### config.mk
export PLATFORM = sky130hd
export DESIGN_NAME = utemporal_row_mac
export DESIGN_NICKNAME = d
export VERILOG_FILES = /design/src/rtl/utemporal_row_mac.sv
export SDC_FILE = /design/constraint.sdc
export NUM_CORES = 2
export LEC_CHECK = 0
export ABC_CLOCK_PERIOD_IN_PS = 12400
export CORE_MARGIN = 1.5
export CORE_UTILIZATION = 50
export CTS_CLUSTER_DIAMETER = 100
export CTS_CLUSTER_SIZE = 28
export DETAILED_ROUTE_END_ITERATION = 8
export PLACE_DENSITY = 0.78
export SYNTH_ARGS = -nofsm -noshare
export SYNTH_HDL_FRONTEND = slang
export SYNTH_SLANG_ARGS = --single-unit
### constraint.sdc
create_clock -name clk -period 12.4 [get_ports clk]
set_clock_uncertainty 0.2 [all_clocks]
set_input_delay 1.24 -clock clk [delete_from_list [all_inputs] [get_ports clk]]
set_output_delay 1.24 -clock clk [all_outputs]
set_load 0.02 [all_outputs]
### src/rtl/utemporal_row_mac.sv
// Weight-stationary row of WIDTH temporal (unary-in-time) MAC columns.
// Each ifm operand is turned into N = |ifm| >> sh run cycles. In every run
// cycle, each column adds +/-(weight << sh) to its own saturating accumulator.
module utemporal_row_mac #(
    parameter int WIDTH  = 14,
    parameter int IWIDTH = 8,
    parameter int OWIDTH = 16,
    parameter int PWIDTH = 3
) (
    input  logic                                  clk,
    input  logic                                  rst,
    input  logic                                  w_load,
    input  logic [WIDTH-1:0]                      wght_sign,
    input  logic [WIDTH-1:0][IWIDTH-2:0]          wght_abs,
    input  logic [PWIDTH-1:0]                     prec,
    input  logic                                  in_valid,
    input  logic                                  in_last,
    input  logic signed [IWIDTH-1:0]              ifm,
    output logic                                  in_ready,
    input  logic                                  acc_clr,
    output logic                                  busy,
    output logic                                  out_valid,
    output logic signed [WIDTH-1:0][OWIDTH-1:0]   ofm,
    output logic [WIDTH-1:0]                      sat
);

    localparam int MW = IWIDTH - 1;                       // magnitude width
    localparam int SW = $clog2(IWIDTH);                   // shift amount width
    // Extended width for the saturating add; it is wide enough that the add cannot wrap
    localparam int EW = ((OWIDTH > 2 * MW + 1) ? OWIDTH : 2 * MW + 1) + 1;

    localparam logic [PWIDTH-1:0]     PMAX = PWIDTH'(MW);
    localparam logic [IWIDTH-1:0]     IMIN = {1'b1, {MW{1'b0}}};
    localparam logic signed [EW-1:0]  SMAX = {{(EW - OWIDTH + 1){1'b0}}, {(OWIDTH - 1){1'b1}}};
    localparam logic signed [EW-1:0]  SMIN = ~SMAX;

    typedef enum logic [1:0] {IDLE = 2'd0, RUN = 2'd1, DONE = 2'd2} state_t;

    // Returns {clipped, new_acc} for one signed-magnitude step acc +/- (w << sh).
    function automatic logic [OWIDTH:0] sat_add(
        input logic [OWIDTH-1:0] acc,
        input logic [MW-1:0]     w,
        input logic [SW-1:0]     sh,
        input logic              neg
    );
        logic signed [EW-1:0] a;
        logic signed [EW-1:0] d;
        logic signed [EW-1:0] s;
        a = EW'($signed(acc));
        d = EW'(w) << sh;
        if (neg) begin
            d = -d;
        end
        s = a + d;
        if (s > SMAX) begin
            return {1'b1, SMAX[OWIDTH-1:0]};
        end else if (s < SMIN) begin
            return {1'b1, SMIN[OWIDTH-1:0]};
        end else begin
            return {1'b0, s[OWIDTH-1:0]};
        end
    endfunction

    state_t                          state;
    state_t                          state_next;
    logic [MW-1:0]                   cnt;
    logic                            neg_ifm;
    logic [SW-1:0]                   sh_lat;
    logic                            last_lat;
    logic [WIDTH-1:0]                w_sign;
    logic [WIDTH-1:0][MW-1:0]        w_abs;
    logic [WIDTH-1:0][OWIDTH-1:0]    acc;
    logic [WIDTH-1:0]                sat_flag;

    logic [PWIDTH-1:0]               prec_eff;
    logic [SW-1:0]                   sh_in;
    logic [IWIDTH-1:0]               ifm_neg;
    logic [MW-1:0]                   mag_in;
    logic [MW-1:0]                   n_in;
    logic [WIDTH-1:0][OWIDTH-1:0]    acc_sum;
    logic [WIDTH-1:0]                acc_clip;

    // Operand decode: legalise prec, clamp |ifm| to the magnitude range, and derive the run length
    always_comb begin
        prec_eff = ((prec == {PWIDTH{1'b0}}) || (prec > PMAX)) ? PMAX : prec;
        sh_in    = SW'(MW) - SW'(prec_eff);
        ifm_neg  = {IWIDTH{1'b0}} - ifm;
        if (ifm == IMIN) begin
            mag_in = {MW{1'b1}};
        end else if (ifm[IWIDTH-1]) begin
            mag_in = ifm_neg[MW-1:0];
        end else begin
            mag_in = ifm[MW-1:0];
        end
        n_in = mag_in >> sh_in;
    end

    // Per-column saturating step values applied on each RUN cycle
    always_comb begin
        acc_sum  = '0;
        acc_clip = '0;
        for (int c = 0; c < WIDTH; c++) begin
            {acc_clip[c], acc_sum[c]} = sat_add(acc[c], w_abs[c], sh_lat, neg_ifm ^ w_sign[c]);
        end
    end

    // FSM state register
    always_ff @(posedge clk or posedge rst) begin
        if (rst) begin
            state <= IDLE;
        end else begin
            state <= state_next;
        end
    end

    // FSM next state and status outputs
    always_comb begin
        state_next = state;
        in_ready   = 1'b0;
        busy       = 1'b0;
        out_valid  = 1'b0;
        case (state)
            IDLE: begin
                in_ready = 1'b1;
                if (in_valid) begin
                    if (n_in != {MW{1'b0}}) begin
                        state_next = RUN;
                    end else if (in_last) begin
                        state_next = DONE;
                    end else begin
                        state_next = IDLE;
                    end
                end else begin
                    state_next = IDLE;
                end
            end
            RUN: begin
                busy = 1'b1;
                if (cnt <= MW'(1)) begin
                    state_next = last_lat ? DONE : IDLE;
                end else begin
                    state_next = RUN;
                end
            end
            DONE: begin
                out_valid  = 1'b1;
                state_next = IDLE;
            end
            default: begin
                state_next = IDLE;
            end
        endcase
    end

    // Datapath: weight/clear handling outside RUN, operand latch on transfer, accumulation in RUN
    always_ff @(posedge clk or posedge rst) begin
        if (rst) begin
            cnt      <= {MW{1'b0}};
            neg_ifm  <= 1'b0;
            sh_lat   <= {SW{1'b0}};
            last_lat <= 1'b0;
            w_sign   <= '0;
            w_abs    <= '0;
            acc      <= '0;
            sat_flag <= '0;
        end else if (state == RUN) begin
            cnt <= cnt - MW'(1);
            for (int c = 0; c < WIDTH; c++) begin
                acc[c] <= acc_sum[c];
                if (acc_clip[c]) begin
                    sat_flag[c] <= 1'b1;
                end
            end
        end else begin
            if (w_load) begin
                w_sign <= wght_sign;
                w_abs  <= wght_abs;
            end
            if (acc_clr) begin
                acc      <= '0;
                sat_flag <= '0;
            end
            if ((state == IDLE) && in_valid) begin
                cnt      <= n_in;
                neg_ifm  <= ifm[IWIDTH-1];
                sh_lat   <= sh_in;
                last_lat <= in_last;
            end
        end
    end

    assign ofm = acc;
    assign sat = sat_flag;

endmodule

==> Word-level counts from Yosys, hierarchy flattened <==
Index checks and enable logic that the tools add are counted.
{ "op_classes": {"addsub": 31, "magnitude_cmp": 30, "n_eq_ne": 17, "shift": 15, "n_mux": 74, "n_bitwise": 15, "reduce_logical": 23} }
{ "ops": {"columns": ["operator", "n"], "rows": [
  ["17-bit two-way mux", 42],
  ["224-bit two-way mux", 2],
  ["16-bit by 17-bit adder with 17-bit output", 14],
  ["17-bit by 16-bit greater-than comparator with 1-bit output, second input constant", 14],
  ["17-bit by 16-bit < comparator with 1-bit output, second input constant", 14],
  ["17-bit negator", 14],
  ["7-bit by 3-bit left shift with 17-bit output", 14],
  ["2-bit AND reduction", 16],
  ["14-bit two-way mux", 2],
  ["7-bit two-way mux", 4],
  ["2-bit inequality test, second input constant", 14],
  ["1-bit two-way mux", 17],
  ["1-bit XOR", 14],
  ["2-bit two-way mux", 5],
  ["8-bit == test, second input constant", 1],
  ["7-bit by 1-bit less-or-equal comparator with 1-bit output, second input constant", 1],
  ["7-bit nonzero test", 1],
  ["7-bit by 3-bit >> shifter with 7-bit output", 1],
  ["1-bit by 7-bit subtractor with 7-bit output, first input constant", 1],
  ["7-bit by 1-bit subtractor with 7-bit output, second input constant", 1],
  ["2-bit one-hot mux with 2 select lines", 1],
  ["2-bit nonzero test", 2],
  ["3-bit greater-than comparator, second input constant", 1],
  ["3-bit zero test", 1],
  ["8 further kinds", 8]
]} }
{ "word_totals": {"register_bits": 364, "inputBits": 129, "out_inout_bits": 241, "elab_cells": 253} }

==> Logic depth before layout (Yosys ltp) <==
{ "depth": {"ltp_word": 9, "depth_mapped": 30, "ltp_nobuf": 20} }

==> Worst setup path before layout <==
No wires, ideal clock.
{ "synth_timing": {"path_kind": "register to register", "start": "register sh_lat[0]", "end": "register acc, in the netlist ofm[76]", "setup_time_ns": 0.126, "arrival_time_ns": 5.790, "required_ns": 12.074, "path_slack_ns": 6.284, "stages_incl_launch_ff": 28, "path_buffers": 10, "period_less_slack_ns": 6.116, "cell_sequence": "dfrtp_1 buf_6 buf_6 buf_6 buf_6 buf_2 buf_1 buf_2 buf_2 buf_2 nor2_1 nand2_1 ha_1 nand2_1 o211ai_1 o21ai_0 xnor2_1 ha_1 o21ai_0 nand2b_1 inv_1 or4_1 o41a_1 xnor2_1 xor2_1 a21oi_1 buf_2 a221o_1"} }
{ "synth_between": {"elab_chain_cells": 8, "elab_cells_between_ends": 9, "cone_classes": "add/sub (2); order compare (2); shift (1); mux (4)"} }
{ "synth_lines": {"columns": ["element", "line_no", "text"], "rows": [
  ["start: declaration", "68", "logic [SW-1:0] sh_lat;"],
  ["start signal: assignment", "160", "sh_lat <= {SW{1'b0}};"],
  ["start signal: assignment", "186", "sh_lat <= sh_in;"],
  ["7-bit by 3-bit left shift with 17-bit output *", "50", "d = EW'(w) << sh;"],
  ["17-bit negator", "52", "d = -d;"],
  ["17-bit two-way mux *", "51", "if (neg) begin"],
  ["16-bit by 17-bit adder with 17-bit output *", "54", "s = a + d;"],
  ["17-bit by 16-bit < comparator with 1-bit output", "57", "end else if (s < SMIN) begin"],
  ["17-bit two-way mux", "57", null],
  ["17-bit two-way mux *", "55", "if (s > SMAX) begin"],
  ["224-bit two-way mux *", "166", "end else if (state == RUN) begin"],
  ["end signal: indexed assignment", "169", "acc[c] <= acc_sum[c];"],
  ["end: declaration", "72", "logic [WIDTH-1:0][OWIDTH-1:0] acc;"]
]} }
Every way passes the cells marked *; elsewhere a longest branch is shown, timed or not.
A chain may end at the register's enable or synchronous reset.

==> Worst setup path in the final report <==
{ "layout_timing": {"start": "register sh_lat[0]", "end": "register acc, in the netlist ofm[168]"} }
Same word-level chain as after synthesis.

==> out/metrics.yaml <==
cp_slowest_stage_delay_ns: 1.06
fin_tns_setup_ns: 0
met1Wirelength_mm: 46.7
ant_nets: 0
numCtsBuffers: 22
rows: 96
cp-end-kind: "flop"
wl_per_cell_um: 20.9
gr-usage-all-layers_pct: 29.8
core_mm2: 0.0687
grt_pass1_vias: 30594
max_slew_margin_pct: 21.0
netlist_instances: 4082
path_cells: "buf_12, nand2_1, nor2_2, nand2_1, a21boi_0, nand2b_1, nor2_1, nor2_1, o22ai_1, ha_1, and4_1, a221oi_1, o21ai_0, a31oi_1, xnor3_1, a21oi_1, a221o_1"
dp_hpwl_mm: 79.9
die_w_um: 267
dr.max_layer_used: "met5"
grt_max_degree: 163
cts_sinks: 364
finalSetupViolations: 0
nets: 4679
path_class: "reg2reg"
mostFrequentLayoutCell: "clkdlybuf4s50_1"
cts_tree: "yes"
overflow: 0
ctsHoldBuffers: 0
totalWireLength_mm: 109
grt_pass1_wl_mm: 170
htree_levels: 1
ys_seq_area_share_pct: 26.2
synth_nets: 4466
hold_end: "last_lat$_DFFE_PP0P_"
ys.flop_type: "dfrtp_1"
required_ns: 12.73
area_delta_synth_final_pct: 14.5
critPathSlowestCell: "dfrtp_4"
ff2ff_setup_slack_ns: 4.95
place_congestion: 0.948
fill_cells: 6212
utilization_pct: 57.9
postCtsSetupRepairBufs: 0
worstHoldStart: "last_lat$_DFFE_PP0P_"
ys_warn_count: 0
drc_errors: 0
drv_cap: 0
die_h_um: 267
drt-initial-drc-count: 3193
final_cell_mix: "369 x clkdlybuf4s50_1, 363 x nand2_1, 360 x dfrtp_1, 344 x a21oi_1, 302 x nor2_1"
rsz0062_at_grt: "false"
cp.depth: 17
synth_edf_count: 0
cts_root_buffer: "clkbuf_16"
cts_resized: 0
rr_worst_depth: 17
fmax_mhz: 134
insertion_delay_ns: 0.60
yosysUniqueCellTypes: 89
syn_area_per_cell_um2: 8.51
ys_ff_latch: 364
drive_gt1_share_pct: 6.96
cts.clk_slew.worst_paths_ns: 0.11
synth_top_area_cell: "dfrtp_1"
dr_wl_met2_mm: 50.4
io_pins: 370
r2r_end: "ofm[168]$_DFFE_PP0P_"
syn_area_mm2: 0.0348
drv_slew: 0
cp.arrival_ns: 7.78
antenna_found_initial: 9
dieArea_mm2: 0.0711
critPathBufInv: 1
synth_top_area_share_pct: 26.2
first_pass_iters: 7
synthArstFlopShare_pct: 100
routed-wl-met3_mm: 8.41
vias: 32974
ys_top_cells_by_area: "dfrtp_1 26%, ha_1 8.7%, xnor2_1 6.2%"
cp-start-kind: "flop"
initial_core_util_pct: 50.6
crit_path_max_fanout: 149
post-route-min-period_ns: 7.45
timing.rr.start: "sh_lat[0]$_DFFE_PP0P_"
numPortBuffers: 369
tightest_slew_ns: 1.19
final_hold_viol_count: 0
min-delay-path-class: "reg2reg"
cts_max_path_buffers: 3
outcome: "completed"
vias_per_cell: 6.29
holdPathStages: 2
cp_top_family: "simple AND/OR/NAND/NOR gates"
timing.final.crit_share_pct: 60.1
==> cells by family after synthesis <==
| group | count (synthesis) | share of synthesized area, % |
|---|---|---|
| compound gates | 1355 | 26.5 |
| xor+xnor | 388 | 9.97 |
| fa+ha+maj | 285 | 10.3 |
| buf+inv | 381 | 4.63 |
| flops | 364 | 26.2 |
| mux | 263 | 8.52 |
| simple gates | 1046 | 13.9 |
==> through the flow <==
step                instance area [µm²]  setup slack (ns)  hold WS (ns)  cells
finish                            39800              4.95         0.291   5241
global route                      39800              4.64         0.316   5239
CTS                               39800              5.05         0.295   5239
detailed placement                39000              5.07         0.267   5202
global placement                  39000              5.21         0.257   5202
floorplan                         34800             0.856         0.246   4082
==> routing by layer <==
layer | vias up | global-route usage (%)
met3 | 198 | 4.33
li1 | 15499 | -
met5 | - | 0
met4 | 14 | 9.52
met2 | 1332 | 48.5
met1 | 15931 | 40.6
==> state kept, by name (all words and copies together), names as in the netlist <==
| name | cells |
|---|---|
| sh_lat | 3 |
| neg_ifm | 1 |
| sat | 14 |
| cnt | 7 |
| state | 2 |
| w_sign | 14 |
| last_lat | 1 |
| w_abs | 98 |
| ofm | 224 |
==> cells in the mapped netlist (all sizes together) (52+ instances only) <==
library cell  number
dfrtp            364
nand2            364
a21oi            348
nor2             308
o21ai            285
xnor2            250
ha               241
inv              164
a221o            163
mux2             153
xor2             136
clkbuf           126
mux2i             99
a21o              95
buf               91
nor2b             65
nor3              63
nand2b            61
o21a              52
==> worst register-to-register path, cell delays in order, from the launching register on <==
cell,delay [ns]
dfrtp_4,1.06
buf_12,0.59
nand2_1,0.96
nor2_2,0.90
nand2_1,0.16
a21boi_0,0.21
nand2b_1,0.18
nor2_1,0.05
nor2_1,0.10
o22ai_1,0.10
ha_1,0.37
and4_1,0.18
a221oi_1,0.43
o21ai_0,0.24
a31oi_1,0.31
xnor3_1,0.37
a21oi_1,0.71
a221o_1,0.27
==> cell type report <==
class / count / area (µm²) / area share [%]
clock inverters: 13 / 209 / 0.525
inverters: 164 / 624 / 1.57
flip-flops and latches: 364 / 9120 / 22.9
well taps: 931 / 1160 / 2.93
multi-input cells: 3337 / 24100 / 60.6
repair buffers: 406 / 4000 / 10.0
diodes: 2 / 5.00 / 0.0126
clock buffers: 24 / 579 / 1.46
==> how the worst max path moves through the flow <==
stage / from / to / slack (ns)
after global routing: sh_lat[0]$_DFFE_PP0P_ / ofm[77]$_DFFE_PP0P_ / 4.64
final: sh_lat[0]$_DFFE_PP0P_ / ofm[168]$_DFFE_PP0P_ / 4.95
after CTS: sh_lat[0]$_DFFE_PP0P_ / ofm[71]$_DFFE_PP0P_ / 5.05
after floorplan: rst / cnt[0]$_DFFE_PP0P_ / 0.86
after global placement: sh_lat[0]$_DFFE_PP0P_ / ofm[76]$_DFFE_PP0P_ / 5.21
after detailed placement: sh_lat[0]$_DFFE_PP0P_ / ofm[75]$_DFFE_PP0P_ / 5.07
Power is not shown: default switching activity piles up to over one toggle a cycle in this logic, so the estimate is an artifact.
